`src/rtl/cmd_packet_assembler.sv`:
```
// rtl/cmd_packet_assembler.sv - assembles I2C byte strobes into command packets and buffers them in a packet FIFO
// Optional macro CMD_TIMEOUT_EN: discard a partial packet after TIMEOUT_CYC idle clocks.
module cmd_packet_assembler #(
  parameter int          MAX_BYTES   = 11,
  parameter int          DEPTH       = 4,
  parameter logic [63:0] LEN_TABLE   = 64'h00000000000000B0,
  parameter int          TIMEOUT_CYC = 1024
) (
  input  logic                   clk,
  input  logic                   rst_,
  input  logic [7:0]             cmd,
  input  logic [7:0]             i2c_in_data,
  input  logic                   i2c_rts,
  output logic                   i2c_busy,
  output logic                   pkt_valid,
  input  logic                   pkt_ready,
  output logic [7:0]             pkt_cmd,
  output logic [3:0]             pkt_len,
  output logic [8*MAX_BYTES-1:0] pkt_data,
  output logic                   err_unknown,
  output logic                   err_proto,
  output logic                   err_overflow,
  output logic                   err_timeout
);
  localparam int DW = 8 * MAX_BYTES;
  localparam int PW = $clog2(DEPTH);
  localparam int CW = PW + 1;
  localparam logic [4:0] MAX_LEN = 5'(MAX_BYTES);

  typedef enum logic [1:0] {IDLE, COLLECT, PUSH} state_t;

  state_t          state_q, state_d;
  logic [7:0]      cmd_q, cmd_d;
  logic [3:0]      len_q, len_d;
  logic [3:0]      cnt_q, cnt_d;
  logic [DW-1:0]   data_q, data_d;
  logic            unknown_d, proto_d, overflow_d;
  logic [3:0]      lut_len;
  logic            known, push, pop, timeout;

  logic [7:0]      fifo_cmd  [DEPTH];
  logic [3:0]      fifo_len  [DEPTH];
  logic [DW-1:0]   fifo_data [DEPTH];
  logic [PW-1:0]   rd_ptr, wr_ptr;
  logic [CW-1:0]   count;

  assign lut_len = (cmd[7:4] == 4'd0) ? LEN_TABLE[{cmd[3:0], 2'b00} +: 4] : 4'd0;
  assign known   = (lut_len != 4'd0) && ({1'b0, lut_len} <= MAX_LEN);

  assign pkt_valid = (count != '0);
  assign pop       = pkt_valid && pkt_ready;
  assign i2c_busy  = (state_q == PUSH);
  assign pkt_cmd   = pkt_valid ? fifo_cmd[rd_ptr]  : 8'd0;
  assign pkt_len   = pkt_valid ? fifo_len[rd_ptr]  : 4'd0;
  assign pkt_data  = pkt_valid ? fifo_data[rd_ptr] : '0;

`ifdef CMD_TIMEOUT_EN
  localparam int GW = $clog2(TIMEOUT_CYC) + 1;
  logic [GW-1:0] gap_q;

  assign timeout = (state_q == COLLECT) && !i2c_rts && (gap_q == GW'(TIMEOUT_CYC - 1));

  always_ff @(posedge clk or negedge rst_) begin
    if (!rst_) begin
      gap_q <= '0;
    end else if (i2c_rts && state_q != PUSH) begin
      gap_q <= '0;
    end else if (state_q == COLLECT) begin
      gap_q <= gap_q + GW'(1);
    end
  end
`else
  assign timeout = 1'b0 && (TIMEOUT_CYC > 0);
`endif

  // A byte whose opcode differs from the packet in progress restarts assembly as if from IDLE.
  always_comb begin
    state_d    = state_q;
    cmd_d      = cmd_q;
    len_d      = len_q;
    cnt_d      = cnt_q;
    data_d     = data_q;
    unknown_d  = 1'b0;
    proto_d    = 1'b0;
    overflow_d = 1'b0;
    push       = 1'b0;
    case (state_q)
      IDLE, COLLECT: begin
        if (i2c_rts) begin
          if (state_q == COLLECT && cmd == cmd_q) begin
            data_d = (data_q << 8) | DW'(i2c_in_data);
            cnt_d  = cnt_q + 4'd1;
            if (cnt_d == len_q) state_d = PUSH;
          end else begin
            proto_d = (state_q == COLLECT);
            state_d = IDLE;
            cnt_d   = 4'd0;
            if (known) begin
              cmd_d   = cmd;
              len_d   = lut_len;
              data_d  = DW'(i2c_in_data);
              cnt_d   = 4'd1;
              state_d = (lut_len == 4'd1) ? PUSH : COLLECT;
            end else begin
              unknown_d = 1'b1;
            end
          end
        end else if (timeout) begin
          state_d = IDLE;
          cnt_d   = 4'd0;
        end
      end
      PUSH: begin
        overflow_d = i2c_rts;
        if (count != CW'(DEPTH) || pop) begin
          push    = 1'b1;
          state_d = IDLE;
          cnt_d   = 4'd0;
        end
      end
      default: state_d = IDLE;
    endcase
  end

  always_ff @(posedge clk or negedge rst_) begin
    if (!rst_) begin
      state_q      <= IDLE;
      cmd_q        <= 8'd0;
      len_q        <= 4'd0;
      cnt_q        <= 4'd0;
      data_q       <= '0;
      err_unknown  <= 1'b0;
      err_proto    <= 1'b0;
      err_overflow <= 1'b0;
      err_timeout  <= 1'b0;
    end else begin
      state_q      <= state_d;
      cmd_q        <= cmd_d;
      len_q        <= len_d;
      cnt_q        <= cnt_d;
      data_q       <= data_d;
      err_unknown  <= unknown_d;
      err_proto    <= proto_d;
      err_overflow <= overflow_d;
      err_timeout  <= timeout;
    end
  end

  // Push and pop in the same cycle leave the occupancy unchanged, even when full.
  always_ff @(posedge clk or negedge rst_) begin
    if (!rst_) begin
      rd_ptr <= '0;
      wr_ptr <= '0;
      count  <= '0;
    end else begin
      if (push) wr_ptr <= wr_ptr + PW'(1);
      if (pop)  rd_ptr <= rd_ptr + PW'(1);
      count <= count + CW'(push) - CW'(pop);
    end
  end

  always_ff @(posedge clk) begin
    if (push) begin
      fifo_cmd[wr_ptr]  <= cmd_q;
      fifo_len[wr_ptr]  <= len_q;
      fifo_data[wr_ptr] <= data_q;
    end
  end
endmodule

```
`config.mk`:
```
export PLATFORM = sky130hd
export DESIGN_NAME = cmd_packet_assembler
export DESIGN_NICKNAME = d
export VERILOG_FILES = /design/src/rtl/cmd_packet_assembler.sv
export SDC_FILE = /design/constraint.sdc
export NUM_CORES = 1
export LEC_CHECK = 0
export BUFFER_PORTS_ARGS = -buffer_cell sky130_fd_sc_hd__buf_2
export CORE_UTILIZATION = 60
export DETAILED_ROUTE_END_ITERATION = 7
export PLACE_DENSITY = 0.79
export SETUP_SLACK_MARGIN = 0.1
export SYNTH_ARGS = -nofsm -noshare
export SYNTH_HDL_FRONTEND = slang
export SYNTH_SLANG_ARGS = --single-unit
```
`constraint.sdc`:
```
create_clock -name clk -period 4.3 [get_ports clk]
set_input_delay 0.86 -clock clk [delete_from_list [all_inputs] [get_ports clk]]
set_output_delay 0.86 -clock clk [all_outputs]
set_load 0.02 [all_outputs]
```
==> results of run 1 <==
-- synthesized netlist by cell type, types with 8 or more instances --
cell type,n
nand2_1,13
and2_1,102
dfrtp_1,113
xnor2_1,12
edfxtp_1,388
mux4_2,97
nor2b_1,11
buf_2,24
clkbuf_1,25
mux2_4,8
a22o_1,81
-- registers in the layout, indices dropped and copies added (netlist names), 2 cells and up --
name / count
cmd_q: 8
cnt_q: 4
count: 3
data_q: 88
fifo_cmd: 32
fifo_data: 352
fifo_len: 4
rd_ptr: 2
state_q: 2
wr_ptr: 2
-- worst max-delay path by stage --
stage | start | endpoint | cells after the start
4_1_cts | count[1]$_DFF_PN0_ | pkt_cmd[1] | 4
3_3_place_gp | pkt_ready | fifo_cmd[3][4]$_DFFE_PP_ | 4
5_1_grt | count[1]$_DFF_PN0_ | pkt_cmd[1] | 4
2_1_floorplan | pkt_ready | fifo_cmd[0][0]$_DFFE_PP_ | 2
3_5_place_dp | pkt_ready | fifo_data[0][58]$_DFFE_PP_ | 4
6_report | count[1]$_DFF_PN0_ | pkt_cmd[1] | 4
-- report_power, final --
| part | total [mW] | switching, mW | internal [mW] |
|---|---|---|---|
| clock network | 4.16 | 1.70 | 2.46 |
| logic | 3.47 | 1.95 | 1.52 |
| registers | 5.31 | 0.106 | 5.20 |
-- through the flow --
| stage | instance area, um^2 | std cells | utilization |
|---|---|---|---|
| 6_report | 21700 | 1508 | 0.702 |
| 5_1_grt | 21700 | 1508 | 0.702 |
| 4_1_cts | 21700 | 1508 | 0.702 |
| 3_5_place_dp | 20100 | 1421 | 0.651 |
| 3_3_place_gp | 20100 | 1421 | 0.651 |
| 2_1_floorplan | 19100 | 942 | - |
-- cell type report --
type | count | area share
Clock inverter | 19 | 0.00986
Inverter | 7 | 0.00121
Clock buffer | 68 | 0.0630
Timing Repair Buffer | 140 | 0.0361
Tap cell | 396 | 0.0228
Sequential cell | 501 | 0.668
Multi-Input combinational cell | 377 | 0.199
-- logic make-up (layout without fill, tap and decap cells) --
family	Yosys count	in the layout	share of synthesized area
AND/OR/NAND/NOR	155	155	0.0496
AO/OA/AOI/OAI	91	91	0.0412
multiplexers	105	105	0.121
buffers and inverters	64	234	0.0163
adder cells (fa/ha/maj)	8	8	0.00564
XOR/XNOR	16	16	0.00734
flip-flops	501	501	0.759
other	1	2	0.000197
-- placed cells by master, fill, tap and decap left out, drive strengths merged, types with 8 or more instances in the layout --
master / instances
a22o: 81
inv: 8
mux2: 8
buf: 140
mux4: 97
nor2b: 12
edfxtp: 388
clkbuf: 68
nand2: 13
xnor2: 12
dfrtp: 113
and2: 102
clkinv: 11
-- layer usage --
metal,track usage,routed length [um]
met4,0.0513,532
met1,0.334,15100
met3,0.0321,2080
met5,0,0
met2,0.370,17700
==> flow_summary.toml, run 1 <==
[run_status]
outcome = "finished, final reports clean"

[global_route]
gr-usage-all-layers = 0.227
grt_remaining_overflow = 0
grt_pass1_wl_um = 55700
antenna_found_initial = 0
grt_pass1_vias = 9486
grt_max_degree = 82

[timing]
finalHoldViolCount = 0
worst_slew_pin_slew_ns = 1.04
fin_skew_ns = 0.0213
max_clock_freq_mhz = 284
rsz0062_at_grt = "no"
setup_viol = 0
slew_headroom = 0.308
hold_ws_ns = 0.380
period_needed_ns = 3.52
slew_violations = 0
finalSetupTns_ns = 0
min_period_over_period = 0.818
fin_ws_ns = 0.781

[place]
place_ws_ns = 1.31
dp_hpwl_um = 19400
gp_congestion = 0.754
port_buffers = 123

[clock_tree]
postCtsSetupBuffers = 0
clock_latency_ns = 0.55
post_cts_resized = 0
path_clk_slew_ns = 0.06
cts_root_buf = "clkbuf_16"
cts_num_sinks = 501
htree_levels = 2
cts-hold-fix-buffers = 0
cts_buffers = 47
cts_tree = "yes"
clock_path_buffers = 3

[finish]
ff_latch_area_mm2 = 0.0145
area_growth_pct = 13.7
num-nets-final = 1102
diodes = 0
fill_cells = 1901
multiInputGateArea_mm2 = 0.00432
drive_gt1_frac = 0.295

[detailed_routing]
viasPerCell = 6.08
final_antenna_net_count = 0
firstDrtPassIters = 4
remaining_drc_errors = 0
drtIter0Drc = 722
num_vias = 9170
wl_per_cell_um = 23.5
wl_um = 35500

[pwr]
finalPower_mw = 12.9
p_per_area_mw_per_mm2 = 596
p_leak_nw = 7.71
vdd.ir_drop.worst_v = 0.000625

[setup_path]
worstPathCellList = "or3_2, buf_4, and2_1, buf_2"
cp.required_ns = 3.44
cp_max_fo = 55
critPathSlowestCell = "or3_2"
worstPathArrival_ns = 2.66
r2r_end = "count[2]$_DFF_PN0_"
setup.worst_path.end_class = "output port"
cpPeakStageDelay_ns = 0.84
reg2reg_slack_ns = 1.37
critPathTopFamily = "simple AND/OR/NAND/NOR gates"
crit_buf_inv = 2
r2r-start = "count[1]$_DFF_PN0_"
reg2regPathDepth = 9
start_kind = "register"
critical_path_class = "register to output port"

[floorplan]
die_h_um = 180
core_area_mm2 = 0.0309
std_cell_rows = 64
dieWidth_um = 180
initial_core_util = 0.617
die_area_mm2 = 0.0325
ios = 126

[worst_hold_path]
min_path_type = "input pin to async pin"

[yosys]
ys_seq_area_frac = 0.759
yosysTopAreaCellShare = 0.611
yosysUniqueCellTypes = 42
syn_avg_cell_area_um2 = 20.3
synth-seq-cells = 501
syn-instance-count = 941
synth_area_leader_cell = "edfxtp_1"
netlist_area_mm2 = 0.0191
async_flop_share = 0.226
yosys_warnings = 0
ys.flop_type = "edfxtp_1"
synth.area.top_cells = "edfxtp_1 (61%), dfrtp_1 (15%), mux4_2 (11%)"
synth-edff-count = 388

[run]
drv_cap = 0
Power figures use the tool's default switching activity.
==> run 2, diff against run 1 <==
==> constraint.sdc (replaced) <==
create_clock -name clk -period 3.5 [get_ports clk]
set_input_delay 0.7 -clock clk [delete_from_list [all_inputs] [get_ports clk]]
set_output_delay 0.7 -clock clk [all_outputs]
set_load 0.02 [all_outputs]
==> flow_summary.toml, run 2 (same netlist as run 1, synthesis figures left out) <==
[run_status]
outcome = "finished, final reports clean"

[finish]
top_regs = "fifo_data (352), data_q (88), fifo_cmd (32)"
num-nets-final = 1105
drive_gt1_frac = 0.293
diodes = 0
layout.cells.most_common_list = "edfxtp_1 (388), buf_2 (122), dfrtp_1 (111)"
regMostFlops = "fifo_data"
largest_reg_flops = 352
final_common_cell = "edfxtp_1"
fill_cells = 1877
area_growth_pct = 14.1

[timing]
min_period_over_period = 0.894
period_needed_ns = 3.13
worst_slew_pin_slew_ns = 0.921
finalSetupTns_ns = 0
slew_headroom = 0.386
hold_ws_ns = 0.0840
max_clock_freq_mhz = 319
fin_skew_ns = 0.0132
slew_violations = 0
setup_viol = 0
finalHoldViolCount = 0
rsz0062_at_grt = "no"
fin_ws_ns = 0.370

[setup_path]
cp_max_fo = 34
setup.worst_path.end_class = "output port"
reg2regPathDepth = 9
startpoint = "rd_ptr[1]$_DFFE_PN0P_"
critPathTopFamily = "flip-flops"
start_kind = "register"
worstPathCellList = "buf_4, mux4_2, and2_1, buf_2"
r2r-start = "count[1]$_DFF_PN0_"
critical_path_class = "register to output port"
cpPeakStageDelay_ns = 0.79
worstPathArrival_ns = 2.43
r2r_end = "count[2]$_DFF_PN0_"
cp.depth = 4
crit_end = "pkt_data[45]"
critPathSlowestCell = "dfrtp_4"
cp.required_ns = 2.80
reg2reg_slack_ns = 1.04
crit_buf_inv = 2

[floorplan]
initial_core_util = 0.617
core_area_mm2 = 0.0309
die_area_mm2 = 0.0325
dieWidth_um = 180
std_cell_rows = 64
ios = 126
die_h_um = 180

[global_route]
grt_max_degree = 99
grt_pass1_wl_um = 56500
grt_remaining_overflow = 0
gr-usage-all-layers = 0.229
antenna_found_initial = 0
grt_pass1_vias = 9610

[pwr]
p_switching_mw = 4.57
p_seq_frac = 0.412
swShare = 0.288
power.internal_mw = 11.3
clkPwrFrac = 0.317
p_comb_frac = 0.271
p_per_area_mw_per_mm2 = 728
p_leak_nw = 7.74
vdd.ir_drop.worst_v = 0.000672

[place]
gp_congestion = 0.745
dp_hpwl_um = 19400
port_buffers = 123
place_ws_ns = 0.926

[detailed_routing]
drtIter0Drc = 757
remaining_drc_errors = 0
final_antenna_net_count = 0
num_vias = 9205
wl_um = 35800
viasPerCell = 6.09
wl_per_cell_um = 23.7
firstDrtPassIters = 5

[run]
drv_cap = 0

[worst_hold_path]
min_path_type = "input pin to async pin"

[clock_tree]
clock_latency_ns = 0.55
htree_levels = 2
path_clk_slew_ns = 0.06
clock_path_buffers = 3
post_cts_resized = 0
cts_tree = "yes"
cts_buffers = 47
cts_root_buf = "clkbuf_16"
cts-hold-fix-buffers = 0
postCtsSetupBuffers = 0
cts_num_sinks = 501
run 2: worst min path at each step:
stage                                 endpoint  cells past startpoint
floorplan                 cmd_q[0]$_DFFE_PN0P_                      0
global placement    fifo_data[0][83]$_DFFE_PP_                      0
detailed placement  fifo_data[3][86]$_DFFE_PP_                      0
CTS                       cmd_q[0]$_DFFE_PN0P_                      1
global route              cmd_q[1]$_DFFE_PN0P_                      1
finish                    cmd_q[0]$_DFFE_PN0P_                      1
run 2: area by class of cell:
type	instances	area, um^2	share of cell area
Sequential cell	501	14500	0.666
Multi-Input combinational cell	377	4320	0.199
Clock buffer	77	1450	0.0667
Timing Repair Buffer	143	881	0.0405
Tap cell	396	495	0.0228
Clock inverter	10	98.8	0.00454
Inverter	7	26.3	0.00121
run 2: per-stage QoR:
| stage | instance area, um^2 | power (mW) | instances | util |
|---|---|---|---|---|
| 6_report | 21800 | 15.8 | 1511 | 0.704 |
| 5_1_grt | 21800 | 16.4 | 1511 | 0.704 |
| 4_1_cts | 21800 | 16.0 | 1511 | 0.704 |
| 3_5_place_dp | 20200 | 11.0 | 1424 | 0.654 |
| 3_3_place_gp | 20200 | 11.0 | 1424 | 0.654 |
| 2_1_floorplan | 19100 | 9.70 | 942 | - |
run 2: power groups by stage:
| stage | combinational, mW | clock, mW | sequential, mW |
|---|---|---|---|
| global placement | 4.34 | 0 | 6.65 |
| global route | 4.60 | 5.31 | 6.53 |
| floorplan | 3.17 | 0 | 6.53 |
| CTS | 4.38 | 5.10 | 6.53 |
| detailed placement | 4.37 | 0 | 6.65 |
| finish | 4.30 | 5.02 | 6.53 |
run 2: layer usage:
metal  vias up  track usage  wire, um
met5         -            0         0
met4         0       0.0595       745
met3        69       0.0335      1880
met2       296        0.363     17400
met1      4835        0.342     15800
li1       4005            -         -
